## config.mk

```make
export PLATFORM = sky130hd
export DESIGN_NAME = maze_run_sequencer_flat
export DESIGN_NICKNAME = d
export VERILOG_FILES = /design/src/rtl/maze_run_sequencer_if.sv /design/src/rtl/maze_run_sequencer.sv /design/src/flat_wrapper.sv
export SDC_FILE = /design/constraint.sdc
export NUM_CORES = 1
export LEC_CHECK = 0
export CORE_ASPECT_RATIO = 0.5
export CORE_MARGIN = 2
export CORE_UTILIZATION = 45
export CTS_CLUSTER_DIAMETER = 120
export DETAILED_ROUTE_END_ITERATION = 12
export HOLD_SLACK_MARGIN = 0.06
export PLACE_DENSITY = 0.73
export SYNTH_ARGS = -nofsm -noshare
export SYNTH_HDL_FRONTEND = slang
export SYNTH_SLANG_ARGS = --single-unit
```

## constraint.sdc

```tcl
create_clock -name clk -period 3.91 [get_ports clk]
set_clock_uncertainty 0.15 [all_clocks]
set_input_delay 0.782 -clock clk [delete_from_list [all_inputs] [get_ports clk]]
set_output_delay 0.782 -clock clk [all_outputs]
set_load 0.02 [all_outputs]
```

## src/rtl/maze_run_sequencer_if.sv

```systemverilog
// Signal bundle between the run sequencer and the explorer, wall-sensor
// front end and motion executor. master = sequencer side, slave = environment.
interface maze_run_sequencer_if;
  logic       start;
  logic       sense_req;
  logic       sense_valid;
  logic [2:0] sense_walls;
  logic       left;
  logic       mid;
  logic       right;
  logic [2:0] exp_move;
  logic [2:0] motor_cmd;
  logic       motor_req;
  logic       motor_ack;
  logic [3:0] row;
  logic [3:0] col;
  logic [1:0] heading;
  logic [7:0] move_count;
  logic       busy;
  logic       done;
  logic       error;
  logic [1:0] err_code;

  modport master (
    input  start, sense_valid, sense_walls, exp_move, motor_ack,
    output sense_req, left, mid, right, motor_cmd, motor_req,
           row, col, heading, move_count, busy, done, error, err_code
  );

  modport slave (
    output start, sense_valid, sense_walls, exp_move, motor_ack,
    input  sense_req, left, mid, right, motor_cmd, motor_req,
           row, col, heading, move_count, busy, done, error, err_code
  );
endinterface

```

## src/rtl/maze_run_sequencer.sv

```systemverilog
// Run-level maze controller: sense walls, hand them to the explorer, issue its
// move to the motion executor, then track position/heading until the exit cell.
module maze_run_sequencer #(
  parameter int GRID      = 9,
  parameter int START_ROW = 4,
  parameter int START_COL = 0,
  parameter int EXIT_ROW  = 4,
  parameter int EXIT_COL  = 8,
  parameter int MAX_MOVES = 200,
  parameter int TIMEOUT   = 1023
) (
  input logic                  clk,
  input logic                  rst,
  maze_run_sequencer_if.master bus
);

  localparam int CNT_W = $clog2(TIMEOUT + 1);

  localparam logic [CNT_W-1:0] CNT_LAST    = CNT_W'(TIMEOUT - 1);
  localparam logic [3:0]       START_ROW_C = 4'(START_ROW);
  localparam logic [3:0]       START_COL_C = 4'(START_COL);
  localparam logic [3:0]       EXIT_ROW_C  = 4'(EXIT_ROW);
  localparam logic [3:0]       EXIT_COL_C  = 4'(EXIT_COL);
  localparam logic [3:0]       LAST_IDX    = 4'(GRID - 1);
  localparam logic [7:0]       MAX_MOVES_C = 8'(MAX_MOVES);

  localparam logic [1:0] HEAD_N = 2'd0;
  localparam logic [1:0] HEAD_S = 2'd1;
  localparam logic [1:0] HEAD_E = 2'd2;
  localparam logic [1:0] HEAD_W = 2'd3;

  localparam logic [2:0] MV_FWD   = 3'd1;
  localparam logic [2:0] MV_LEFT  = 3'd2;
  localparam logic [2:0] MV_RIGHT = 3'd3;
  localparam logic [2:0] MV_UTURN = 3'd4;

  localparam logic [1:0] ERR_NONE    = 2'd0;
  localparam logic [1:0] ERR_MOVE    = 2'd1;
  localparam logic [1:0] ERR_OFFGRID = 2'd2;
  localparam logic [1:0] ERR_TIMEOUT = 2'd3;

  typedef enum logic [3:0] {
    IDLE, SENSE, WAIT_SENSE, PRESENT, CAPTURE,
    ISSUE, WAIT_ACK, UPDATE, FINISH, FAULT
  } state_t;

  state_t           state_q, state_d;
  logic             upd_phase_q, upd_phase_d;
  logic [CNT_W-1:0] cnt_q, cnt_d;
  logic [2:0]       walls_q, walls_d;
  logic [2:0]       motor_cmd_q, motor_cmd_d;
  logic [3:0]       row_q, row_d;
  logic [3:0]       col_q, col_d;
  logic [1:0]       heading_q, heading_d;
  logic [7:0]       move_count_q, move_count_d;
  logic [1:0]       err_code_q, err_code_d;

  logic [1:0]       new_heading;
  logic [3:0]       step_row;
  logic [3:0]       step_col;
  logic             off_grid;

  function automatic logic [1:0] turn(input logic [1:0] h, input logic [2:0] mv);
    logic [1:0] r;
    r = h;
    case (mv)
      MV_LEFT: begin
        case (h)
          HEAD_N:  r = HEAD_W;
          HEAD_W:  r = HEAD_S;
          HEAD_S:  r = HEAD_E;
          default: r = HEAD_N;
        endcase
      end
      MV_RIGHT: begin
        case (h)
          HEAD_N:  r = HEAD_E;
          HEAD_E:  r = HEAD_S;
          HEAD_S:  r = HEAD_W;
          default: r = HEAD_N;
        endcase
      end
      MV_UTURN: r = {h[1], ~h[0]};  // N<->S and E<->W differ only in bit 0
      default:  r = h;
    endcase
    return r;
  endfunction

  // Candidate move; edges are checked before any subtraction so row/col never wrap.
  always_comb begin
    new_heading = turn(heading_q, motor_cmd_q);
    step_row    = row_q;
    step_col    = col_q;
    off_grid    = 1'b0;
    case (new_heading)
      HEAD_N: begin
        if (row_q == 4'd0) off_grid = 1'b1;
        else               step_row = row_q - 4'd1;
      end
      HEAD_S: begin
        if (row_q >= LAST_IDX) off_grid = 1'b1;
        else                   step_row = row_q + 4'd1;
      end
      HEAD_E: begin
        if (col_q >= LAST_IDX) off_grid = 1'b1;
        else                   step_col = col_q + 4'd1;
      end
      default: begin
        if (col_q == 4'd0) off_grid = 1'b1;
        else               step_col = col_q - 4'd1;
      end
    endcase
  end

  always_comb begin
    state_d      = state_q;
    upd_phase_d  = upd_phase_q;
    cnt_d        = cnt_q;
    walls_d      = walls_q;
    motor_cmd_d  = motor_cmd_q;
    row_d        = row_q;
    col_d        = col_q;
    heading_d    = heading_q;
    move_count_d = move_count_q;
    err_code_d   = err_code_q;

    case (state_q)
      IDLE, FINISH, FAULT: begin
        if (bus.start) begin
          state_d      = SENSE;
          row_d        = START_ROW_C;
          col_d        = START_COL_C;
          heading_d    = HEAD_N;
          move_count_d = 8'd0;
          err_code_d   = ERR_NONE;
        end
      end
      SENSE: begin
        cnt_d   = '0;
        state_d = WAIT_SENSE;
      end
      WAIT_SENSE: begin
        if (bus.sense_valid) begin
          walls_d = bus.sense_walls;
          state_d = PRESENT;
        end else if (cnt_q == CNT_LAST) begin
          err_code_d = ERR_TIMEOUT;
          state_d    = FAULT;
        end else begin
          cnt_d = cnt_q + CNT_W'(1);
        end
      end
      PRESENT: state_d = CAPTURE;
      CAPTURE: begin
        if (bus.exp_move inside {[MV_FWD:MV_UTURN]}) begin
          motor_cmd_d = bus.exp_move;
          state_d     = ISSUE;
        end else begin
          err_code_d = ERR_MOVE;
          state_d    = FAULT;
        end
      end
      ISSUE: begin
        cnt_d   = '0;
        state_d = WAIT_ACK;
      end
      WAIT_ACK: begin
        if (bus.motor_ack) begin
          upd_phase_d = 1'b0;
          state_d     = UPDATE;
        end else if (cnt_q == CNT_LAST) begin
          err_code_d = ERR_TIMEOUT;
          state_d    = FAULT;
        end else begin
          cnt_d = cnt_q + CNT_W'(1);
        end
      end
      UPDATE: begin
        // Phase 0 commits the step; phase 1 judges exit/budget on the committed values.
        if (!upd_phase_q) begin
          if (off_grid) begin
            err_code_d = ERR_OFFGRID;
            state_d    = FAULT;
          end else begin
            row_d        = step_row;
            col_d        = step_col;
            heading_d    = new_heading;
            move_count_d = move_count_q + 8'd1;
            upd_phase_d  = 1'b1;
          end
        end else begin
          upd_phase_d = 1'b0;
          if (row_q == EXIT_ROW_C && col_q == EXIT_COL_C) begin
            motor_cmd_d = 3'd0;
            state_d     = FINISH;
          end else if (move_count_q == MAX_MOVES_C) begin
            err_code_d = ERR_TIMEOUT;
            state_d    = FAULT;
          end else begin
            state_d = SENSE;
          end
        end
      end
      default: state_d = IDLE;
    endcase
  end

  always_ff @(posedge clk or posedge rst) begin
    if (rst) begin
      state_q      <= IDLE;
      upd_phase_q  <= 1'b0;
      cnt_q        <= '0;
      walls_q      <= 3'd0;
      motor_cmd_q  <= 3'd0;
      row_q        <= START_ROW_C;
      col_q        <= START_COL_C;
      heading_q    <= HEAD_N;
      move_count_q <= 8'd0;
      err_code_q   <= ERR_NONE;
    end else begin
      state_q      <= state_d;
      upd_phase_q  <= upd_phase_d;
      cnt_q        <= cnt_d;
      walls_q      <= walls_d;
      motor_cmd_q  <= motor_cmd_d;
      row_q        <= row_d;
      col_q        <= col_d;
      heading_q    <= heading_d;
      move_count_q <= move_count_d;
      err_code_q   <= err_code_d;
    end
  end

  // Handshake strobes decode straight from the state register, so rst drops them at once.
  assign bus.sense_req  = (state_q == SENSE);
  assign bus.motor_req  = (state_q == ISSUE) || (state_q == WAIT_ACK);
  assign bus.busy       = !(state_q inside {IDLE, FINISH, FAULT});
  assign bus.done       = (state_q == FINISH);
  assign bus.error      = (state_q == FAULT);
  assign bus.left       = walls_q[2];
  assign bus.mid        = walls_q[1];
  assign bus.right      = walls_q[0];
  assign bus.motor_cmd  = motor_cmd_q;
  assign bus.row        = row_q;
  assign bus.col        = col_q;
  assign bus.heading    = heading_q;
  assign bus.move_count = move_count_q;
  assign bus.err_code   = err_code_q;

endmodule

```

## src/flat_wrapper.sv

```systemverilog
// flat-port wrapper written by rule: the top's interface ports become plain ports
module maze_run_sequencer_flat 
#(
  parameter int GRID      = 9,
  parameter int START_ROW = 4,
  parameter int START_COL = 0,
  parameter int EXIT_ROW  = 4,
  parameter int EXIT_COL  = 8,
  parameter int MAX_MOVES = 200,
  parameter int TIMEOUT   = 1023
)
  (clk, rst, bus_start, bus_sense_valid, bus_sense_walls, bus_exp_move, bus_motor_ack, bus_sense_req, bus_left, bus_mid, bus_right, bus_motor_cmd, bus_motor_req, bus_row, bus_col, bus_heading, bus_move_count, bus_busy, bus_done, bus_error, bus_err_code);
  maze_run_sequencer_if bus_i ();
  input logic clk;
  input logic rst;
  input wire logic [$bits(bus_i.start)-1:0] bus_start;
  input wire logic [$bits(bus_i.sense_valid)-1:0] bus_sense_valid;
  input wire logic [$bits(bus_i.sense_walls)-1:0] bus_sense_walls;
  input wire logic [$bits(bus_i.exp_move)-1:0] bus_exp_move;
  input wire logic [$bits(bus_i.motor_ack)-1:0] bus_motor_ack;
  output wire logic [$bits(bus_i.sense_req)-1:0] bus_sense_req;
  output wire logic [$bits(bus_i.left)-1:0] bus_left;
  output wire logic [$bits(bus_i.mid)-1:0] bus_mid;
  output wire logic [$bits(bus_i.right)-1:0] bus_right;
  output wire logic [$bits(bus_i.motor_cmd)-1:0] bus_motor_cmd;
  output wire logic [$bits(bus_i.motor_req)-1:0] bus_motor_req;
  output wire logic [$bits(bus_i.row)-1:0] bus_row;
  output wire logic [$bits(bus_i.col)-1:0] bus_col;
  output wire logic [$bits(bus_i.heading)-1:0] bus_heading;
  output wire logic [$bits(bus_i.move_count)-1:0] bus_move_count;
  output wire logic [$bits(bus_i.busy)-1:0] bus_busy;
  output wire logic [$bits(bus_i.done)-1:0] bus_done;
  output wire logic [$bits(bus_i.error)-1:0] bus_error;
  output wire logic [$bits(bus_i.err_code)-1:0] bus_err_code;
  assign bus_i.start = bus_start;
  assign bus_i.sense_valid = bus_sense_valid;
  assign bus_i.sense_walls = bus_sense_walls;
  assign bus_i.exp_move = bus_exp_move;
  assign bus_i.motor_ack = bus_motor_ack;
  assign bus_sense_req = bus_i.sense_req;
  assign bus_left = bus_i.left;
  assign bus_mid = bus_i.mid;
  assign bus_right = bus_i.right;
  assign bus_motor_cmd = bus_i.motor_cmd;
  assign bus_motor_req = bus_i.motor_req;
  assign bus_row = bus_i.row;
  assign bus_col = bus_i.col;
  assign bus_heading = bus_i.heading;
  assign bus_move_count = bus_i.move_count;
  assign bus_busy = bus_i.busy;
  assign bus_done = bus_i.done;
  assign bus_error = bus_i.error;
  assign bus_err_code = bus_i.err_code;
  maze_run_sequencer #(.GRID(GRID), .START_ROW(START_ROW), .START_COL(START_COL), .EXIT_ROW(EXIT_ROW), .EXIT_COL(EXIT_COL), .MAX_MOVES(MAX_MOVES), .TIMEOUT(TIMEOUT)) u_core (.clk(clk), .rst(rst), .bus(bus_i));
endmodule
```

==> parameters.txt <==
Parameter                              Value

Run status
  Result of the run ... finished clean

Power
  Power, Total ... 2.78 mW
  Cell area power density ... 824 mW/mm2
  Net Sw Power ... 1.22 mW
  Proportion of power drawn by flip-flops and latches ... 27.2%
  Static Leak ... 1.52 nW
  P_int ... 1.56 mW
  Combinational share of power ... 53.8%
  Share of power burned in the clock network ... between 10% and 20%
  Switching share of power ... between 40 and 50%
  Worst vdd rail ir drop ... 0.291 mV

STA
  Setup TNS Final ... 0 ns
  RSZ-0062 raised after global routing ... false
  Period minus WS final ... 3.30 ns
  Hold Vio Cnt, Final ... 0
  Worst hold slack ... 0.348 ns
  Max frequency ... between 300 and 400 MHz
  Max-slew headroom ... 45.1%
  Least-Margin Pin Slew ... 0.819 ns
  Endpoints failing setup ... 0
  Final count of pins violating max slew ... 0
  Period Utilization, post-route ... between 80% and 90%

Routing
  Per-cell routed wire length ... 15.1 um
  DR vias/cell ... 5.80
  Routed vias ... 2402
  Post-detailed-routing wire length ... about 6.2 mm
  Number of detailed-route iterations in the first pass ... 5
  First-iteration detailed-routing DRC count ... 203
  Antenna Nets Post-Route ... 0
  DRC violation count after routing ... 0

Logic synthesis
  Cell type with the highest aggregate area in the netlist ... dfrtp_1
  Area contributors post-synth ... dfrtp_1 (37%), ha_1 (5.1%), nand2_1 (4.7%), mux2i_1 (4.1%), a21oi_1 (3.3%)
  Share of flip-flops with an asynchronous set or reset after synthesis ... 100%
  EDFF count, synth ... 0
  Cell count after synthesis ... 303
  Proportion of synthesized chip area in sequential cells ... 37.8%
  Post-synth top flop ... dfrtp_1
  Area of the mapped netlist ... about 0.0027 mm2
  Mean cell area of the mapped netlist ... 8.96 um2
  Warnings from Yosys ... 0
  Flip-flop and latch count after synthesis ... 41
  Post-synth top area share ... approximately 37%
  Synthesized net count ... 327
  Yosys cell types ... 55

Global route
  Maximum number of pins on one net before global-route repair ... 42
  Total routing resource utilization after global routing ... 19.7%
  Wire length of the first global-routing pass ... roughly 10 mm
  Grt ovf ... 0
  Vias in the first global route ... 2221
  Initial antenna violation count ... 0

Setup path
  Crit path max fanout ... 9
  Critical Path, Cell by Cell ... inv_1 > ha_1 > and3b_1 > o32ai_4 > nand2_2 > nand2_1 > ha_1 > a21oi_1 > nand2_1 > or4_4 > a2111oi_2 > a211o_1
  Type of the worst setup path ... reg2reg
  Max incr delay on CP ... roughly 0.48 ns
  Arrival time worst endpoint ... 3.37 ns
  Type of destination of the critical path ... flip-flop
  CP max stage cell ... dfrtp_1
  Kind of cell with the highest combined delay on the critical path ... simple AND/OR/NAND/NOR gates
  Crit start category ... flip-flop
  Number of buffer and inverter instances along the worst setup path ... 1
  WP data required ... around 4.0 ns

Floorplan
  Width of the chip ... approximately 110 um
  Standard cell core area ... 0.00566 mm2
  Number of placed I/O pins ... between 40 and 50
  Die Y ... 58.9 um
  Initial core utilization ... approximately half
  Row Count ... 19
  Die area ... 0.00671 mm2

Run
  Max cap viols ... 0

Clocking
  Clock-pin slew on the worst setup and hold paths ... 0.06 ns
  # H-tree levels ... 2
  Clock root buffer master ... clkbuf_16
  TritonCTS Buffers ... 5
  Worst-case clock buffer depth ... 2
  Quantity of gates resized following cts ... 0
  Clk_lat worst skew ... 0.28 ns
  Count of clock tree sinks ... just over 40
  Hold Buf Count CTS ... 0
  Post-CTS setup buffers ... 0
  CTS tree ... yes

Cells and area
  Layout-stage area growth over the synthesis result ... 24.2%
  Area of the multi-input gates ... 0.00156 mm2
  Final design utilization ... 59.6%
  Fillcell total ... around 480
  Share of layout cells above drive strength 1 ... under 10%
  Sequential cell area ... 0.00103 mm2
  Number of antenna diodes ... 0
  Commonest cells after routing, fill and taps aside ... clkdlybuf4s50_1 (41), dfrtp_1 (40), nand2_1 (34)
  # nets final ... 364
  Leading cell type in the layout, fill and taps excluded ... clkdlybuf4s50_1
  Layout Cells excl Fill ... 414

Place
  Number of port buffers ... 41
  Detailed placer's ending HPWL ... roughly 4.5 mm
  Placed Cells incl. Taps ... 406
  Routability congestion estimate from global placement ... around 0.84

Min path
  Class of the tightest hold or removal check ... reg2reg
[layout make-up]
type	count	share of cell area [%]
Multi-Input combinational cell	229	46.3
Sequential cell	41	30.5
Timing Repair Buffer	44	12.8
Clock buffer	5	3.71
Tap cell	73	2.71
Inverter	19	2.11
Clock inverter	3	1.93
[flip-flops by register name (all words and copies together), names as in the netlist]
name / cells
u_core.bus.err_code: 2
u_core.bus.row: 4
u_core.bus.motor_cmd: 3
u_core.cnt_q: 10
u_core.walls_q: 3
u_core.bus.col: 4
u_core.state_q: 4
u_core.upd_phase_q: 1
u_core.bus.heading: 2
u_core.bus.move_count: 8
[worst paths after layout]
kind | slack, ns | depth (start not counted) | end | start
setup reg to reg | 0.61 | 12 | u_core.bus.col[3] | u_core.bus.heading[0]
min in group asynchronous | 0.78 | 3 | u_core.cnt_q[3] | rst
setup / recovery | 0.61 | 12 | u_core.bus.col[3] | u_core.bus.heading[0]
hold reg to reg | 0.35 | 1 | u_core.bus.move_count[7] | u_core.bus.move_count[7]
max in group asynchronous | 2.46 | 3 | u_core.bus.row[2] | rst
hold / removal | 0.35 | 1 | u_core.bus.move_count[7] | u_core.bus.move_count[7]
[cell usage after synthesis, types with 2 or more instances]
master,number
a211o_1,2
mux2_2,5
a21oi_1,18
inv_1,18
o211ai_1,4
fa_1,2
nor3_1,5
mux2i_1,11
nor2_1,21
nand4_1,7
dfrtp_1,40
nand3_1,12
nor2b_1,6
and4_1,3
ha_1,11
o311ai_0,2
a32oi_1,2
o21bai_1,2
or3_1,2
nand2_1,34
and2_1,2
and3_1,10
nand2b_1,4
buf_2,4
xor2_1,10
o21ai_0,10
o211a_1,2
o31ai_1,6
a21o_1,3
or4_1,4
nor3b_1,2
nor4_1,3
o22ai_1,2
a22o_1,4
clkbuf_1,10
[kinds of logic (layout without fill, tap and decap cells)]
logic type / Yosys count / in the layout / synth area share [%]
and+or+nand+nor: 121 / 121 / 23.2
AOI/OAI and AO/OA: 68 / 68 / 18.0
DFF: 41 / 41 / 37.8
buffers and inverters: 33 / 71 / 4.74
muxes: 16 / 16 / 6.13
adders and majority gates: 13 / 13 / 6.54
xor gates and xnor gates: 11 / 11 / 3.55
[per-layer routing]
layer  up-vias  GRT usage (%)  wire, um  share of wire (%)
li1       1176              -         -                  -
met1      1149           27.0      2940                 47
met2        70           32.4      2900                 46
met3         7           3.91       337                5.4
met4         0           5.75        71                1.1
met5         -              0         0                  0
[power by group through the flow]
| stage | sequential [mW] | clock, mW | combinational [mW] |
|---|---|---|---|
| 2_1_floorplan | 0.767 | 0 | 1.01 |
| 3_3_place_gp | 0.753 | 0 | 1.43 |
| 3_5_place_dp | 0.763 | 0 | 1.47 |
| 4_1_cts | 0.756 | 0.536 | 1.50 |
| 5_1_grt | 0.786 | 0.554 | 1.65 |
| 6_report | 0.757 | 0.528 | 1.50 |
[through the flow]
stage          setup slack (ns)  area, um2
2_1_floorplan             0.793       2720
3_3_place_gp              0.829       3180
3_5_place_dp              0.667       3180
4_1_cts                   0.614       3370
5_1_grt                   0.443       3370
6_report                  0.607       3370
Power figures use the tool's default switching activity.
